**config.mk**
```make
export PLATFORM = sky130hd
export DESIGN_NAME = stream_fifo
export DESIGN_NICKNAME = d
export VERILOG_FILES = /design/src/rtl/stream_fifo_pkg.sv /design/src/rtl/stream_fifo_ram.sv /design/src/rtl/stream_fifo.sv
export SDC_FILE = /design/constraint.sdc
export NUM_CORES = 1
export LEC_CHECK = 0
export CELL_PAD_IN_SITES_DETAIL_PLACEMENT = 0
export CELL_PAD_IN_SITES_GLOBAL_PLACEMENT = 1
export CORE_MARGIN = 10
export CORE_UTILIZATION = 42
export DETAILED_ROUTE_END_ITERATION = 8
export PLACE_DENSITY = 0.76
export SLEW_MARGIN = 5
export SYNTH_ARGS = -nofsm -noshare
export SYNTH_HDL_FRONTEND = slang
export SYNTH_SLANG_ARGS = --single-unit
```
**constraint.sdc**
```tcl
create_clock -name clk -period 2.98 [get_ports clk]
set_clock_uncertainty 0.1 [all_clocks]
set_input_delay 0.894 -clock clk [delete_from_list [all_inputs] [get_ports clk]]
set_output_delay 0.894 -clock clk [all_outputs]
set_load 0.005 [all_outputs]
```
**src/rtl/stream_fifo_pkg.sv**
```systemverilog
// stream_fifo_pkg: shared types, sizing helpers and configuration check for stream_fifo.
// Latency: n/a (types and elaboration-time functions only).
// Backpressure: n/a.
package stream_fifo_pkg;

   // Registered occupancy flags, all derived from the post-edge pointers.
   typedef struct packed {
      logic full;
      logic almost_full;
      logic empty;
      logic almost_empty;
   } fifo_flags_t;

   // Sticky error flags; set has priority over clear.
   typedef struct packed {
      logic overflow;
      logic underflow;
   } fifo_err_t;

   // Pointer carries one extra wrap bit above the memory address bits.
   function automatic int ptr_width(input int depth);
      return $clog2(depth) + 1;
   endfunction

   // Count must represent 0..DEPTH inclusive.
   function automatic int count_width(input int depth);
      return $clog2(depth) + 1;
   endfunction

   function automatic bit is_pow2(input int v);
      return (v >= 2) && ((v & (v - 1)) == 0);
   endfunction

   // True when the parameter set is legal for stream_fifo.
   function automatic bit cfg_ok(input int width, input int depth,
                                 input int afull, input int aempty);
      return (width >= 1) && is_pow2(depth) &&
             (afull >= 1) && (afull <= depth) &&
             (aempty >= 0) && (aempty <= depth - 1);
   endfunction

endpackage

```
**src/rtl/stream_fifo_ram.sv**
```systemverilog
// stream_fifo_ram: simple dual-port WIDTH x DEPTH storage, synchronous write.
// Latency: read 1 cycle (registered), or 0 cycles (asynchronous) when STREAM_FIFO_FWFT_EN is defined.
// Backpressure: none; the caller only issues we/re for accepted transfers.
module stream_fifo_ram
   import stream_fifo_pkg::*;
#(
   parameter int WIDTH = 4,
   parameter int DEPTH = 4,
   parameter int AW    = $clog2(DEPTH)
) (
   input  logic             clk,
   input  logic             rst,
   input  logic             we,
   input  logic [AW-1:0]    waddr,
   input  logic [WIDTH-1:0] wdata,
   input  logic             re,
   input  logic [AW-1:0]    raddr,
   output logic [WIDTH-1:0] rdata
);

   // Storage is deliberately not reset; only the pointers define validity.
   logic [WIDTH-1:0] mem [DEPTH];

   // Write port: store the accepted word at the write address.
   always_ff @(posedge clk) begin
      if (we) begin
         mem[waddr] <= wdata;
      end
   end

`ifdef STREAM_FIFO_FWFT_EN
   // Head word is presented combinationally; pop timing is owned by the read pointer.
   assign rdata = mem[raddr];

   logic unused_ok;
   assign unused_ok = ^{rst, re};
`else
   // Registered read port: update only on an accepted read, hold otherwise.
   always_ff @(posedge clk or posedge rst) begin
      if (rst) begin
         rdata <= '0;
      end else if (re) begin
         rdata <= mem[raddr];
      end
   end
`endif

endmodule

```
**src/rtl/stream_fifo.sv**
```systemverilog
// stream_fifo: pixel-word FIFO with occupancy, threshold flags and sticky errors (STREAM_FIFO_FWFT_EN selects FWFT read).
// Latency: read data 1 cycle after an accepted read; 0 cycles (head always visible) with STREAM_FIFO_FWFT_EN.
// Backpressure: write while full / read while empty is dropped and latched into overflow / underflow.
module stream_fifo
   import stream_fifo_pkg::*;
#(
   parameter int WIDTH         = 4,
   parameter int DEPTH         = 4,
   parameter int AFULL_THRESH  = DEPTH - 1,
   parameter int AEMPTY_THRESH = 1
) (
   input  logic                     clk,
   input  logic                     rst,
   input  logic                     i_fifo_w_stb,
   input  logic [WIDTH-1:0]         i_fifo_w_data,
   output logic                     o_fifo_full,
   output logic                     o_fifo_almost_full,
   input  logic                     i_fifo_r_stb,
   output logic [WIDTH-1:0]         o_fifo_r_data,
   output logic                     o_fifo_empty,
   output logic                     o_fifo_almost_empty,
   output logic [$clog2(DEPTH):0]   o_fifo_count,
   input  logic                     i_fifo_err_clr,
   output logic                     o_fifo_overflow,
   output logic                     o_fifo_underflow
);

   localparam int PW = ptr_width(DEPTH);
   localparam int CW = count_width(DEPTH);
   localparam int AW = PW - 1;

   localparam logic [PW-1:0] PTR_ONE   = PW'(1);
   localparam logic [CW-1:0] AFULL_C   = CW'(AFULL_THRESH);
   localparam logic [CW-1:0] AEMPTY_C  = CW'(AEMPTY_THRESH);
   localparam fifo_flags_t   FLAGS_RST = '{full: 1'b0, almost_full: 1'b0,
                                           empty: 1'b1, almost_empty: 1'b1};

   // Reject illegal parameter sets at elaboration.
   if (!cfg_ok(WIDTH, DEPTH, AFULL_THRESH, AEMPTY_THRESH)) begin : g_cfg_err
      $error("stream_fifo: illegal config WIDTH=%0d DEPTH=%0d AFULL_THRESH=%0d AEMPTY_THRESH=%0d",
             WIDTH, DEPTH, AFULL_THRESH, AEMPTY_THRESH);
   end

   logic [PW-1:0] wr_ptr;
   logic [PW-1:0] rd_ptr;
   logic [PW-1:0] wr_ptr_nxt;
   logic [PW-1:0] rd_ptr_nxt;
   logic [CW-1:0] count_q;
   logic [CW-1:0] count_nxt;
   logic          wr_acc;
   logic          rd_acc;
   fifo_flags_t   flags_q;
   fifo_flags_t   flags_nxt;
   fifo_err_t     err_q;

   // Accept decisions use the registered (pre-edge) flags only, so a same-cycle
   // read never frees space for a write and a same-cycle write never feeds a read.
   always_comb begin
      wr_acc = i_fifo_w_stb && !flags_q.full;
      rd_acc = i_fifo_r_stb && !flags_q.empty;
   end

   // Next pointers, occupancy and flags as they will be after this edge.
   always_comb begin
      wr_ptr_nxt = wr_acc ? (wr_ptr + PTR_ONE) : wr_ptr;
      rd_ptr_nxt = rd_acc ? (rd_ptr + PTR_ONE) : rd_ptr;
      count_nxt  = wr_ptr_nxt - rd_ptr_nxt;

      flags_nxt              = FLAGS_RST;
      flags_nxt.empty        = (wr_ptr_nxt == rd_ptr_nxt);
      flags_nxt.full         = (wr_ptr_nxt[AW-1:0] == rd_ptr_nxt[AW-1:0]) &&
                               (wr_ptr_nxt[AW] != rd_ptr_nxt[AW]);
      flags_nxt.almost_full  = (count_nxt >= AFULL_C);
      flags_nxt.almost_empty = (count_nxt <= AEMPTY_C);
   end

   // Pointer, count and flag registers; reset discards all stored words at once.
   always_ff @(posedge clk or posedge rst) begin
      if (rst) begin
         wr_ptr  <= '0;
         rd_ptr  <= '0;
         count_q <= '0;
         flags_q <= FLAGS_RST;
      end else begin
         wr_ptr  <= wr_ptr_nxt;
         rd_ptr  <= rd_ptr_nxt;
         count_q <= count_nxt;
         flags_q <= flags_nxt;
      end
   end

   // Sticky error flags: a set event in the same cycle as a clear wins.
   always_ff @(posedge clk or posedge rst) begin
      if (rst) begin
         err_q <= '0;
      end else begin
         if (i_fifo_w_stb && flags_q.full) begin
            err_q.overflow <= 1'b1;
         end else if (i_fifo_err_clr) begin
            err_q.overflow <= 1'b0;
         end
         if (i_fifo_r_stb && flags_q.empty) begin
            err_q.underflow <= 1'b1;
         end else if (i_fifo_err_clr) begin
            err_q.underflow <= 1'b0;
         end
      end
   end

   stream_fifo_ram #(
      .WIDTH (WIDTH),
      .DEPTH (DEPTH),
      .AW    (AW)
   ) u_ram (
      .clk   (clk),
      .rst   (rst),
      .we    (wr_acc),
      .waddr (wr_ptr[AW-1:0]),
      .wdata (i_fifo_w_data),
      .re    (rd_acc),
      .raddr (rd_ptr[AW-1:0]),
      .rdata (o_fifo_r_data)
   );

   assign o_fifo_full         = flags_q.full;
   assign o_fifo_almost_full  = flags_q.almost_full;
   assign o_fifo_empty        = flags_q.empty;
   assign o_fifo_almost_empty = flags_q.almost_empty;
   assign o_fifo_count        = count_q;
   assign o_fifo_overflow     = err_q.overflow;
   assign o_fifo_underflow    = err_q.underflow;

   // Structural invariants of the flag set.
   a_not_full_and_empty : assert property (@(posedge clk) disable iff (rst)
      !(o_fifo_full && o_fifo_empty));
   a_count_range : assert property (@(posedge clk) disable iff (rst)
      o_fifo_count <= CW'(DEPTH));
   a_empty_is_zero : assert property (@(posedge clk) disable iff (rst)
      o_fifo_empty == (o_fifo_count == '0));

endmodule

```
# After elaboration in Yosys (flattened, before gate mapping)
# Memories as Yosys holds them, arrays and structs flattened. A register that Yosys moved wholly into a read port is not among the register bits.
# Index checks and enable logic that the tools add are counted.
[word_totals] regBits=15 latchBits=0 ram_bits=16 mem_bits_ro=0 output_inout_bits=13 word_cells=34 mem_count=1
[mem_list] memory="u_ram.mem" words=4 word_bits=4 read_ports=1 rd_ports_with_merged_regs=1 wr=1 line="stream_fifo_ram.sv:22" text="logic [WIDTH-1:0] mem [DEPTH];"
[op_classes] addsub=3 mul=0 n_div=0 n_lt_le_gt_ge=2 eq_ne=3 n_shift=0 n_mux=7 n_bitwise=0 n_reduce_logical=9
[op_table] op="$add A3 B1 Y3 const B" count=2
[op_table] op="$mux W3" count=2
[op_table] op="$logic_and A1 B1 Y1" count=5
[op_table] op="$mux W1" count=5
[op_table] op="$reduce_bool A2 Y1" count=2
[op_table] op="$eq A3 B3 Y1" count=1
[op_table] op="$ge A3 B2 Y1 const B" count=1
[op_table] op="$le A3 B1 Y1 const B" count=1
[op_table] op="$sub A3 B3 Y3" count=1
[op_table] op="$eq A2 B2 Y1" count=1
[op_table] op="$logic_not A1 Y1" count=2
[op_table] op="$ne A1 B1 Y1" count=1

# Longest topological paths before layout
[depth] ltp_word=5 depth_mapped=7

# Hierarchy
# From an unflattened synthesis, not the netlist that was laid out.
[unflattened] hier_cells=98 area_unflattened_um2=1455.1
[modules_own_cells] mod="stream_fifo_ram" instances=1 cells_per_inst=45 area_per_inst_um2=775.7 seq_area_each_um2=580.6
[modules_own_cells] mod="stream_fifo" instances=1 cells_per_inst=53 area_per_inst_um2=679.4 seq_area_each_um2=377.9

# Worst setup path after synthesis
# OpenSTA, ideal clock, no wires.
[synth_path] path_kind="input-to-reg" from="input port i_fifo_r_stb" to="register flags_q, in the netlist o_fifo_almost_empty" setup_time_ps=77 arrival_time_ps=2551 required_ps=2803 setup_slack_ps=251 path_stages=6 n_path_buf=1 path_cell_list="nor2b_1 clkbuf_1 mux2_2 fa_1 xnor3_1 and2_1"
[synth_rtl] item="from (decl)" line="stream_fifo.sv:18" text="input logic i_fifo_r_stb,"
[synth_rtl] item="to (signal assigned)" line="stream_fifo.sv:88" text="flags_q <= flags_nxt;"
[synth_rtl] item="to (decl)" line="stream_fifo.sv:52" text="fifo_flags_t flags_q;"

==> reports/qor.yml <==
gpl.final_weighted_congestion: 0.7479
cts_setup_buffers: 0
edff_count_synth: 16
class_of_the_worst_hold_path: "reg -> reg"
synth.ff_latch_count: 35
timing.final.setup_violations: 0
ctsRootBufferMaster: "clkbuf_4"
die-area_mm2: 0.006275
clkLatencyLatePin_ns: 0.32
critical_path_required_ns: 3.14
finalWorstPathRequiredPeriod_ns: 2.791
placed_area_mm2: 0.001769
critical_path.startpoint_type: "input port"
count_of_max_cap_constraint_violations: 0
slowest_delay_ns: 0.49
portBuffers: 21
p_leak_nw: 0.7798
hold-worst-slack_ns: 0.4138
num_antenna_cells: 0
min-delay-start: "u_ram.rdata[2]"
final_core_utilization_pct: 54.43
floorplan.rows: 21
clock_sink_count: 35
path_cells: "clkdlybuf4s50_1 -> nor2b_2 -> mux2_2 -> fa_1 -> xnor3_1 -> and2_1"
yosysWarnings: 0
gr-usage-all-layers_pct: 8.541
setup_ws_ns: 0.1889
nets: 140
cts-buffers-inserted: 5
unrepaired_setup_endpoints_after_global_routing: "false"
ctsLongestPathBuffers: 2
grt_pass1_vias: 811
run_status: "finished, final reports clean"
report.power.total_mw: 1.888
start_util_pct: 43.79
crit_slowest_cell: "clkdlybuf4s50_1"
die_h_um: 79.22
synth.net_count: 109
highest_clock_frequency_the_design_can_meet_ghz: 0.3583
ir_drop_v: 0.0005752
timing.final.max_slew_violations: 0
r2r-start: "rd_ptr[0]"
clk_transition_reported_paths_ns: 0.10
path_delay_family: "buffers and inverters"
most_common_library_cell_in_the_layout_ignoring_fill_and_taps: "clkdlybuf4s50_1"
type_of_element_capturing_the_critical_path: "register"
yosys.cell_types.count: 25
h-tree-depth: 2
routed_wirelength_mm: 2.421
proportion_of_register_bits_with_asynchronous_set_or_reset_after_synthesis_pct: 54.29
layout-area-overhead-vs-synth_pct: 24.30
post_synth.cell_area_avg_um2: 16.01
critical_path.startpoint: "i_fifo_r_stb"
layout-drive-gt1-share_pct: 21.77
grt_max_degree: 20
mappedNetlistArea_mm2: 0.001473
synth_sequential_area_ratio_pct: 65.08
die_w_um: 79.22
post_cts_hold_buffer_count: 0
cts.repair.resized: 0
synth_cells: 92
detail_route.iter0.violations: 41
dominantRegCellSynth: "dfrtp_1"
post-place-ws_ns: -0.2348
wl_per_cell_um: 14.24
num_io_pins: 22
timing.max_slew.rel_slack_pct: 52.73
tcrit_tclk_final_pct: 93.66
drc: 0
grt_overflow: 0
routed-via-count: 772
timing.critical_path.buf_inv: 1
drt_pre_antenna_iters: 3
tritoncts: "done"
final_design_area_no_fill_mm2: 0.001831
worstMarginPinSlew_ns: 0.7082
cp_data_arrival_time_ns: 2.96
antenna_violating_nets_post_route: 0
antenna_found_initial: 0
vias_per_cell: 4.541
crit_fanout: 3
hold_violations: 0
grt_pass1_wl_mm: 4.022
criticalPathCategory: "in -> reg"
total_power_divided_by_cell_area_mw_per_mm2: 1031
placeableCoreArea_mm2: 0.003363
dp.final_hpwl_mm: 1.911
mostFrequentLayoutCells: "clkdlybuf4s50_1, dfrtp_1, edfxtp_1"
-- Yosys cell counts (2+ instances only) --
cell type	instances	area (um2)
xor2_1	2	17.52
inv_1	13	48.80
and2_1	4	25.02
dfrtp_1	17	425.4
xnor2_1	2	17.52
dfstp_2	2	52.55
edfxtp_1	16	480.5
nand2_1	3	11.26
ha_1	7	87.58
mux4_2	4	90.09
mux2_2	5	56.30
o21ai_0	3	15.01
nor2_1	2	7.510
-- kinds of logic after synthesis --
family	after synthesis	synth area share (%)
buffers and inverters	16	4.163
XOR/XNOR	6	5.778
adder cells (fa/ha/maj)	8	7.306
flip-flops	35	65.08
AO/OA/AOI/OAI	4	1.359
multiplexers	9	9.940
AND/OR/NAND/NOR	14	6.373
-- metrics by stage --
stage / TNS, ns / instances
floorplan: 0 / 92
global placement: -0.4016 / 162
detailed placement: -0.6291 / 162
CTS: 0 / 170
global route: 0 / 170
finish: 0 / 170
-- per-layer routing --
metal	wire length, um	track usage [%]	part of all wire, %	vias up
met1	1020	9.388	42	380
met5	0	0	0	-
met4	51	4.301	2.1	0
li1	-	-	-	372
met2	1228	13.62	51	14
met3	120	3.941	5.0	6
-- flip-flops by register name, indices dropped and copies added (netlist names) --
register,count
u_ram.rdata,4
o_fifo_full,1
o_fifo_almost_empty,1
o_fifo_empty,1
u_ram.mem,16
rd_ptr,3
o_fifo_overflow,1
o_fifo_underflow,1
o_fifo_almost_full,1
wr_ptr,3
o_fifo_count,3
-- cell type report --
type | count | area [um2]
Multi-Input combinational cell | 41 | 455.4
Clock inverter | 1 | 3.754
Tap cell | 46 | 57.56
Clock buffer | 7 | 55.05
Fill cell | 304 | 1533
Timing Repair Buffer | 26 | 247.7
Inverter | 14 | 52.55
Sequential cell | 35 | 958.4
-- where the power goes --
| part | internal, mW | leakage (nW) | switching (mW) |
|---|---|---|---|
| registers | 0.689 | 0.371 | 0.0997 |
| logic | 0.487 | 0.375 | 0.355 |
| clock network | 0.113 | 0.0329 | 0.145 |
| total | 1.29 | 0.780 | 0.599 |
-- final timing paths --
check	end	slack (ns)	cells after the start
worst max-delay path	o_fifo_almost_empty	0.19	6
worst min-delay path	u_ram.rdata[2]	0.41	1
worst max register to register	o_fifo_almost_empty	0.72	5
worst min register to register	u_ram.rdata[2]	0.41	1
max in group asynchronous	o_fifo_count[0]	1.45	2
min in group asynchronous	u_ram.rdata[3]	0.88	2
Power figures use the tool's default switching activity.
